### src/rtl/xpar_mbox.sv
// xpar_mbox: parallel-bus responder mailbox with an RX FIFO (host -> CPU)
// and a TX FIFO (CPU -> host), plus sticky underrun/overflow flags.
module xpar_mbox #(
  parameter int unsigned DATA_W  = 32,
  parameter int unsigned PADDR_W = 12,
  parameter int unsigned DEPTH   = 4
) (
  input  logic               clk,
  input  logic               rst,
  input  logic [PADDR_W-1:0] par_addr,
  input  logic [DATA_W-1:0]  par_out,
  input  logic               par_we,
  input  logic               par_re,
  output logic [DATA_W-1:0]  par_in,
  input  logic [DATA_W-1:0]  s_data,
  input  logic               s_valid,
  output logic               s_ready,
  output logic [DATA_W-1:0]  m_data,
  output logic               m_valid,
  input  logic               m_ready
);

  localparam int unsigned PTR_W = (DEPTH > 1) ? $clog2(DEPTH) : 1;
  localparam int unsigned CNT_W = PTR_W + 1;
  localparam logic [CNT_W-1:0] FULL_CNT = CNT_W'(DEPTH);

  logic [DATA_W-1:0] rx_mem_q [DEPTH];
  logic [DATA_W-1:0] tx_mem_q [DEPTH];

  logic [PTR_W-1:0] rx_wr_q, rx_wr_d, rx_rd_q, rx_rd_d;
  logic [PTR_W-1:0] tx_wr_q, tx_wr_d, tx_rd_q, tx_rd_d;
  logic [CNT_W-1:0] rx_cnt_q, rx_cnt_d, tx_cnt_q, tx_cnt_d;
  logic             rx_unf_q, rx_unf_d, tx_ovf_q, tx_ovf_d;

  logic [1:0]        addr;
  logic              rx_empty, rx_full, tx_empty, tx_full;
  logic              rx_push, rx_pop, tx_push, tx_pop;
  logic              unf_set, ovf_set, unf_clr, ovf_clr;
  logic [DATA_W-1:0] status;

  assign addr     = par_addr[1:0];
  assign rx_empty = (rx_cnt_q == '0);
  assign rx_full  = (rx_cnt_q == FULL_CNT);
  assign tx_empty = (tx_cnt_q == '0);
  assign tx_full  = (tx_cnt_q == FULL_CNT);

  assign s_ready = !rx_full;
  assign m_valid = !tx_empty;
  assign m_data  = tx_mem_q[tx_rd_q];

  // Event decode; a write strobe masks any concurrent read strobe.
  always_comb begin
    rx_push = s_valid && s_ready;
    tx_pop  = m_valid && m_ready;
    rx_pop  = 1'b0;
    tx_push = 1'b0;
    unf_set = 1'b0;
    ovf_set = 1'b0;
    unf_clr = 1'b0;
    ovf_clr = 1'b0;
    if (par_we) begin
      if (addr == 2'd0) begin
        tx_push = !tx_full;
        ovf_set = tx_full;
      end else if (addr == 2'd1) begin
        unf_clr = par_out[4];
        ovf_clr = par_out[5];
      end
    end else if (par_re && addr == 2'd0) begin
      rx_pop  = !rx_empty;
      unf_set = rx_empty;
    end
  end

  // Next-state for pointers, counts and sticky flags (set beats clear).
  always_comb begin
    rx_wr_d  = rx_push ? rx_wr_q + PTR_W'(1) : rx_wr_q;
    rx_rd_d  = rx_pop  ? rx_rd_q + PTR_W'(1) : rx_rd_q;
    tx_wr_d  = tx_push ? tx_wr_q + PTR_W'(1) : tx_wr_q;
    tx_rd_d  = tx_pop  ? tx_rd_q + PTR_W'(1) : tx_rd_q;
    rx_cnt_d = rx_cnt_q;
    tx_cnt_d = tx_cnt_q;
    case ({rx_push, rx_pop})
      2'b10:   rx_cnt_d = rx_cnt_q + CNT_W'(1);
      2'b01:   rx_cnt_d = rx_cnt_q - CNT_W'(1);
      default: rx_cnt_d = rx_cnt_q;
    endcase
    case ({tx_push, tx_pop})
      2'b10:   tx_cnt_d = tx_cnt_q + CNT_W'(1);
      2'b01:   tx_cnt_d = tx_cnt_q - CNT_W'(1);
      default: tx_cnt_d = tx_cnt_q;
    endcase
    rx_unf_d = (rx_unf_q && !unf_clr) || unf_set;
    tx_ovf_d = (tx_ovf_q && !ovf_clr) || ovf_set;
  end

  // Status word and zero-wait-state read mux.
  always_comb begin
    status              = '0;
    status[0]           = rx_empty;
    status[1]           = rx_full;
    status[2]           = tx_empty;
    status[3]           = tx_full;
    status[4]           = rx_unf_q;
    status[5]           = tx_ovf_q;
    status[8 +: CNT_W]  = rx_cnt_q;
    status[16 +: CNT_W] = tx_cnt_q;
    case (addr)
      2'd0:    par_in = rx_empty ? '0 : rx_mem_q[rx_rd_q];
      2'd1:    par_in = status;
      default: par_in = '0;
    endcase
  end

  // FIFO storage; not reset, only occupied entries are ever visible.
  always_ff @(posedge clk) begin
    if (!rst && rx_push) rx_mem_q[rx_wr_q] <= s_data;
    if (!rst && tx_push) tx_mem_q[tx_wr_q] <= par_out;
  end

  // Control state register with synchronous reset.
  always_ff @(posedge clk) begin
    if (rst) begin
      rx_wr_q  <= '0;
      rx_rd_q  <= '0;
      tx_wr_q  <= '0;
      tx_rd_q  <= '0;
      rx_cnt_q <= '0;
      tx_cnt_q <= '0;
      rx_unf_q <= 1'b0;
      tx_ovf_q <= 1'b0;
    end else begin
      rx_wr_q  <= rx_wr_d;
      rx_rd_q  <= rx_rd_d;
      tx_wr_q  <= tx_wr_d;
      tx_rd_q  <= tx_rd_d;
      rx_cnt_q <= rx_cnt_d;
      tx_cnt_q <= tx_cnt_d;
      rx_unf_q <= rx_unf_d;
      tx_ovf_q <= tx_ovf_d;
    end
  end

endmodule
### config.mk
export PLATFORM = sky130hd
export DESIGN_NAME = xpar_mbox
export DESIGN_NICKNAME = d
export VERILOG_FILES = /design/src/rtl/xpar_mbox.sv
export SDC_FILE = /design/constraint.sdc
export NUM_CORES = 1
export LEC_CHECK = 0
export ABC_CLOCK_PERIOD_IN_PS = 5500
export CAP_MARGIN = 20
export CORE_MARGIN = 4
export CORE_UTILIZATION = 29
export DETAILED_ROUTE_END_ITERATION = 8
export GPL_ROUTABILITY_DRIVEN = 1
export GPL_TIMING_DRIVEN = 0
export PLACE_DENSITY = 0.48
export SYNTH_ARGS = -nofsm -noshare
export SYNTH_HDL_FRONTEND = slang
export SYNTH_SLANG_ARGS = --single-unit
### constraint.sdc
create_clock -name clk -period 5.5 [get_ports clk]
set_input_delay 0.825 -clock clk [delete_from_list [all_inputs] [get_ports clk]]
set_output_delay 0.825 -clock clk [all_outputs]
set_load 0.02 [all_outputs]
# ---- Word level (Yosys, flattened, before mapping)
# Memories as Yosys holds them, arrays and structs flattened. A register that Yosys moved wholly into a read port is not among the register bits.
# Cells that the tools add are included.
dict set report word_totals {
  romBits 0
  latchBits 0
  memories 2
  out_inout_bits 66
  inputBits 82
  ram_bits 256
  ff_bits 16
  word_cells 72
}
# memory depth width read_ports rd_ports_with_merged_regs wr line
set mem_list {}
lappend mem_list {rx_mem_q 4 32 1 1 1 27} ;# logic [DATA_W-1:0] rx_mem_q [DEPTH];
lappend mem_list {tx_mem_q 4 32 1 1 1 28} ;# logic [DATA_W-1:0] tx_mem_q [DEPTH];
dict set report classes {
  addsub 8
  n_bitwise 0
  eq_ne 7
  reduce_logical 21
  n_mux 26
  multipliers 0
  order_cmp 0
  div_mod_pow 0
  shifts 0
}
# op n
set ops {}
lappend ops {{$pmux 32 s2} 1}
lappend ops {{$mux 32} 1}
lappend ops {{$mux 1} 18}
lappend ops {{$pmux 3 s2} 2}
lappend ops {{$add 2x1->2 const B} 4}
lappend ops {{$mux 2} 4}
lappend ops {{$logic_and 1x1->1} 7}
lappend ops {{$logic_not 1->1} 7}
lappend ops {{$add 3x1->3 const B} 2}
lappend ops {{$eq 2x1->1 const B} 3}
lappend ops {{$eq 3x3->1 const B} 2}
lappend ops {{$logic_not 3->1} 2}
lappend ops {{$sub 3x1->3 const B} 2}
lappend ops {{$eq 2x2->1 const B} 2}
lappend ops {{$reduce_bool 2->1} 2}
lappend ops {{$logic_not 2->1} 1}
lappend ops {{$logic_or 1x1->1} 2}

# ---- Logic depth before layout (Yosys ltp)
dict set report depth {
  depth_word 7
  depth_mapped 9
  ltp_nobuf 9
}

# ---- Worst setup path after synthesis
# Ideal clock, no wire load.
dict set report synth_path {
  path_kind {input to register}
  startpoint {input port par_addr[1]}
  endpoint {memory tx_mem_q[0][0] (enable)}
  setup_ns 0.392
  stages 3
  n_path_buf 0
  arrival_time_ns 2.367
  required_time_ns 5.108
  path_slack_ns 2.741
  cell_sequence {or3b_2 nor3_1 and2_1}
}
dict set report synth_between {
  elab_chain_cells 6
}
# element line
set synth_rtl {}
lappend synth_rtl {{start: declaration} 10} ;# input logic [PADDR_W-1:0] par_addr,
lappend synth_rtl {{$logic_not 2->1} 62} ;# if (addr == 2'd0) begin
lappend synth_rtl {{$mux 1} 62}
lappend synth_rtl {{$mux 1} 61} ;# if (par_we) begin
lappend synth_rtl {{$logic_and 1x1->1} 118} ;# if (!rst && tx_push) tx_mem_q[tx_wr_q] <= par_out;
lappend synth_rtl {{$mux 1} 118}
lappend synth_rtl {{$mux 1 (implied by the code)} 118}
lappend synth_rtl {{end: declaration} 28}
# No other way between the ends.

# ---- Worst setup path after layout
dict set report layout_path {
  startpoint {input port par_addr[0]}
  endpoint {output port par_in[4]}
}
dict set report layout_between {
  elab_chain_cells 2
  elab_cells_between_ends 3
  classes_between {eq/ne: 1; mux: 1; reduce/logical: 1}
}
# element line
set layout_rtl {}
lappend layout_rtl {{$eq 2x1->1 or $logic_not 2->1 (tied branches)} 108} ;# case (addr)
lappend layout_rtl {{$pmux 32 s2 *} 108}
lappend layout_rtl {{end: declaration} 14} ;# output logic [DATA_W-1:0] par_in,
# Every way passes the cells marked *; elsewhere a longest branch is shown, timed or not.

==> metrics.csv <==
metric,value,unit
status,"complete, no violations",
relSlewSlack,0.3963,
synth-main-ff-cell,edfxtp_1,
ctsHoldBuffers,0,
synth_top_family_by_area,multiplexers,
syn_inst,492,
synth_fp_nets,586,
grt-ovfl-total,0,
synthAdderAreaFrac,0.01573,
route.detailed.wl_per_inst,19.58,um
final_cells,1151,
critical_path_arrival,3.30,ns
synth_warnings,0,
clkTransAtPathRegs,0.06,ns
irDropWorstVdd,0.2426,mV
switchingPower,0.001108,W
gp_congestion,0.7006,
power.internal,0.003754,W
cts.repair.resized,0,
worstMarginPinSlew,0.9035,ns
hold_class,reg -> reg,
rows,69,
drtIter0Drc,207,
die_w,198.3,um
antenna_left,0,
synth_compound_area_frac,0.02216,
grt_pass1_vias,5893,
worst_clock_skew,0.01358,ns
drt_pre_antenna_iters,4,
stdcell_area,13500,um2
area_growth,28.52,%
finalPower,0.004863,W
track_usage,0.1154,
start_kind,input port,
via_per_inst,4.569,
die-height,198.3,um
port_buffers,137,
worst-path-max-fanout,10,
synth-xor-area-share,0.005004,
h-tree-depth,1,
clock_sinks,276,
synth-edff-count,256,
fmax,0.2425,GHz
hold_viol_final,0,
critPathKind,in -> out,
switching_share,0.2280,
route.detailed.drc,0,
pwr-share-seq,0.486,
grt_pass1_wl,35000,um
place_hpwl,15090,um
start_util,0.2946,
powerDensity,360.2,nW/um2
power_frac_comb,0.144,
p_leak,4.210,nW
synthDistinctLibCells,32,
max-cap-violations,0,
synthSimpleGateAreaFrac,0.03657,
synth_area_per_cell,21.35,um2
finalWirelength,22540,um
ys_async_sr_fraction,0,
n_antenna_cell,0,
placed_cell_area,12620,um2
insertion_delay,0.54,ns
die_area,39320,um2
cts_buffers,29,
antenna_found_initial,1,
grt_max_degree,32,
fp.coreArea,35660,um2
rsz0062_at_grt,false,
muxShareOfSynthArea,0.1372,
crit_path_end_kind,primary output,
fin_tns_setup,0,ns
dp_cells,1098,
cts_setup_buffers,0,
post-route-period-util,0.7496,
clockPowerShare,0.370,
final.min_clock_period,4.123,ns
ys_ff_latch,276,
cts_root_buf,clkbuf_16,
io_pins,148,
worstPathRequired,4.68,ns
finalNetCount,762,
ys_seq_area_frac,0.7701,
mappedNetlistArea,10500,um2
finalSetupViolations,0,
drive_above_1_share,0.1797,
whs,0.4743,ns
cts_buffer_depth,3,
cts_tree,built,
final_max_slew_viol_count,0,
vias,5259,
-- power groups by stage --
stage               Combinational, W  Sequential, W  Clock, W
CTS                         0.000720        0.00236   0.00187
floorplan                   0.000402        0.00240         0
global route                0.000758        0.00237   0.00198
finish                      0.000701        0.00236   0.00180
detailed placement          0.000718        0.00241         0
global placement            0.000702        0.00241         0
-- layout make-up --
cell class	count	area [um2]
inverter	14	52.55
sequential	276	8088
fill	3266	22160
multi-input combinational	181	2286
timing repair buffer	145	1531
tap	461	576.8
clock buffer	39	763.2
buffer	21	86.33
clock inverter	14	113.9
-- per-layer routing --
metal  share of wire  vias up  GRT usage  wire [um]
met5         0.00058        -          0         13
met4           0.023        2    0.02627        516
met3           0.065       42    0.03233       1470
met2            0.51      143     0.2027      11460
met1            0.40     2704     0.1424       9073
li1                -     2368          -          -
-- per-stage QoR --
| stage | setup WS, ns | util |
|---|---|---|
| floorplan | 2.741 | - |
| global placement | 1.274 | 0.3492 |
| detailed placement | 1.304 | 0.3540 |
| CTS | 1.310 | 0.3786 |
| global route | 1.196 | 0.3786 |
| finish | 1.377 | 0.3786 |
-- cells by family after synthesis --
kind of cell             after synthesis
flip-flops                           276
multiplexers                          64
AND/OR/NAND/NOR                       64
AO/OA/AOI/OAI                         35
buffers and inverters                 35
adder cells (fa/ha/maj)               12
XOR/XNOR                               6
-- state kept, by name (all words and copies together) (netlist names), 2 cells and up, named ones only --
signal,flops
rx_mem_q,128
tx_mem_q,128
rx_cnt_q,3
tx_cnt_q,3
rx_rd_q,2
rx_wr_q,2
tx_rd_q,2
tx_wr_q,2
-- worst max-delay path, cell delays in order --
cell	delay [ns]
clkdlybuf4s50_1	0.55
nor3_1	0.60
clkbuf_1	0.43
a22o_1	0.25
clkdlybuf4s50_1	0.63
-- synth_stat cells (all sizes together), types with 7 or more instances --
master | number | area (um2)
a21oi | 12 | 60.06
mux4 | 64 | 1441
inv | 14 | 52.55
buf | 7 | 33.78
ha | 10 | 125.1
dfxtp | 20 | 400.4
clkbuf | 14 | 52.55
nor2 | 11 | 41.29
and2 | 28 | 175.2
a22o | 12 | 105.1
o21ai | 7 | 35.03
edfxtp | 256 | 7687
-- layout by cell type (no fill, tap or decap), types with 2 or more instances in the layout --
| cell | n |
|---|---|
| a21oi_1 | 12 |
| a22o_1 | 12 |
| and2_1 | 20 |
| and2_2 | 8 |
| buf_12 | 8 |
| buf_2 | 6 |
| bufinv_16 | 2 |
| clkbuf_1 | 24 |
| clkbuf_16 | 29 |
| clkdlybuf4s50_1 | 137 |
| clkinv_1 | 8 |
| clkinv_2 | 3 |
| dfxtp_1 | 20 |
| edfxtp_1 | 256 |
| fa_1 | 2 |
| ha_1 | 10 |
| inv_1 | 14 |
| mux4_2 | 64 |
| nand2_1 | 2 |
| nand3_1 | 2 |
| nand4b_1 | 2 |
| nor2_1 | 11 |
| nor3_1 | 5 |
| nor3b_1 | 3 |
| o21ai_0 | 7 |
| or3_1 | 4 |
| or4_1 | 2 |
| xor2_1 | 5 |
-- worst paths after layout --
path,startpoint,end,slack (ns),cells past startpoint
max,par_addr[0],par_in[4],1.38,5
min,rx_unf_q,rx_unf_q,0.47,2
max reg2reg,tx_cnt_q[0],tx_cnt_q[2],2.70,9
min reg2reg,rx_unf_q,rx_unf_q,0.47,2
Power figures use the tool's default switching activity.
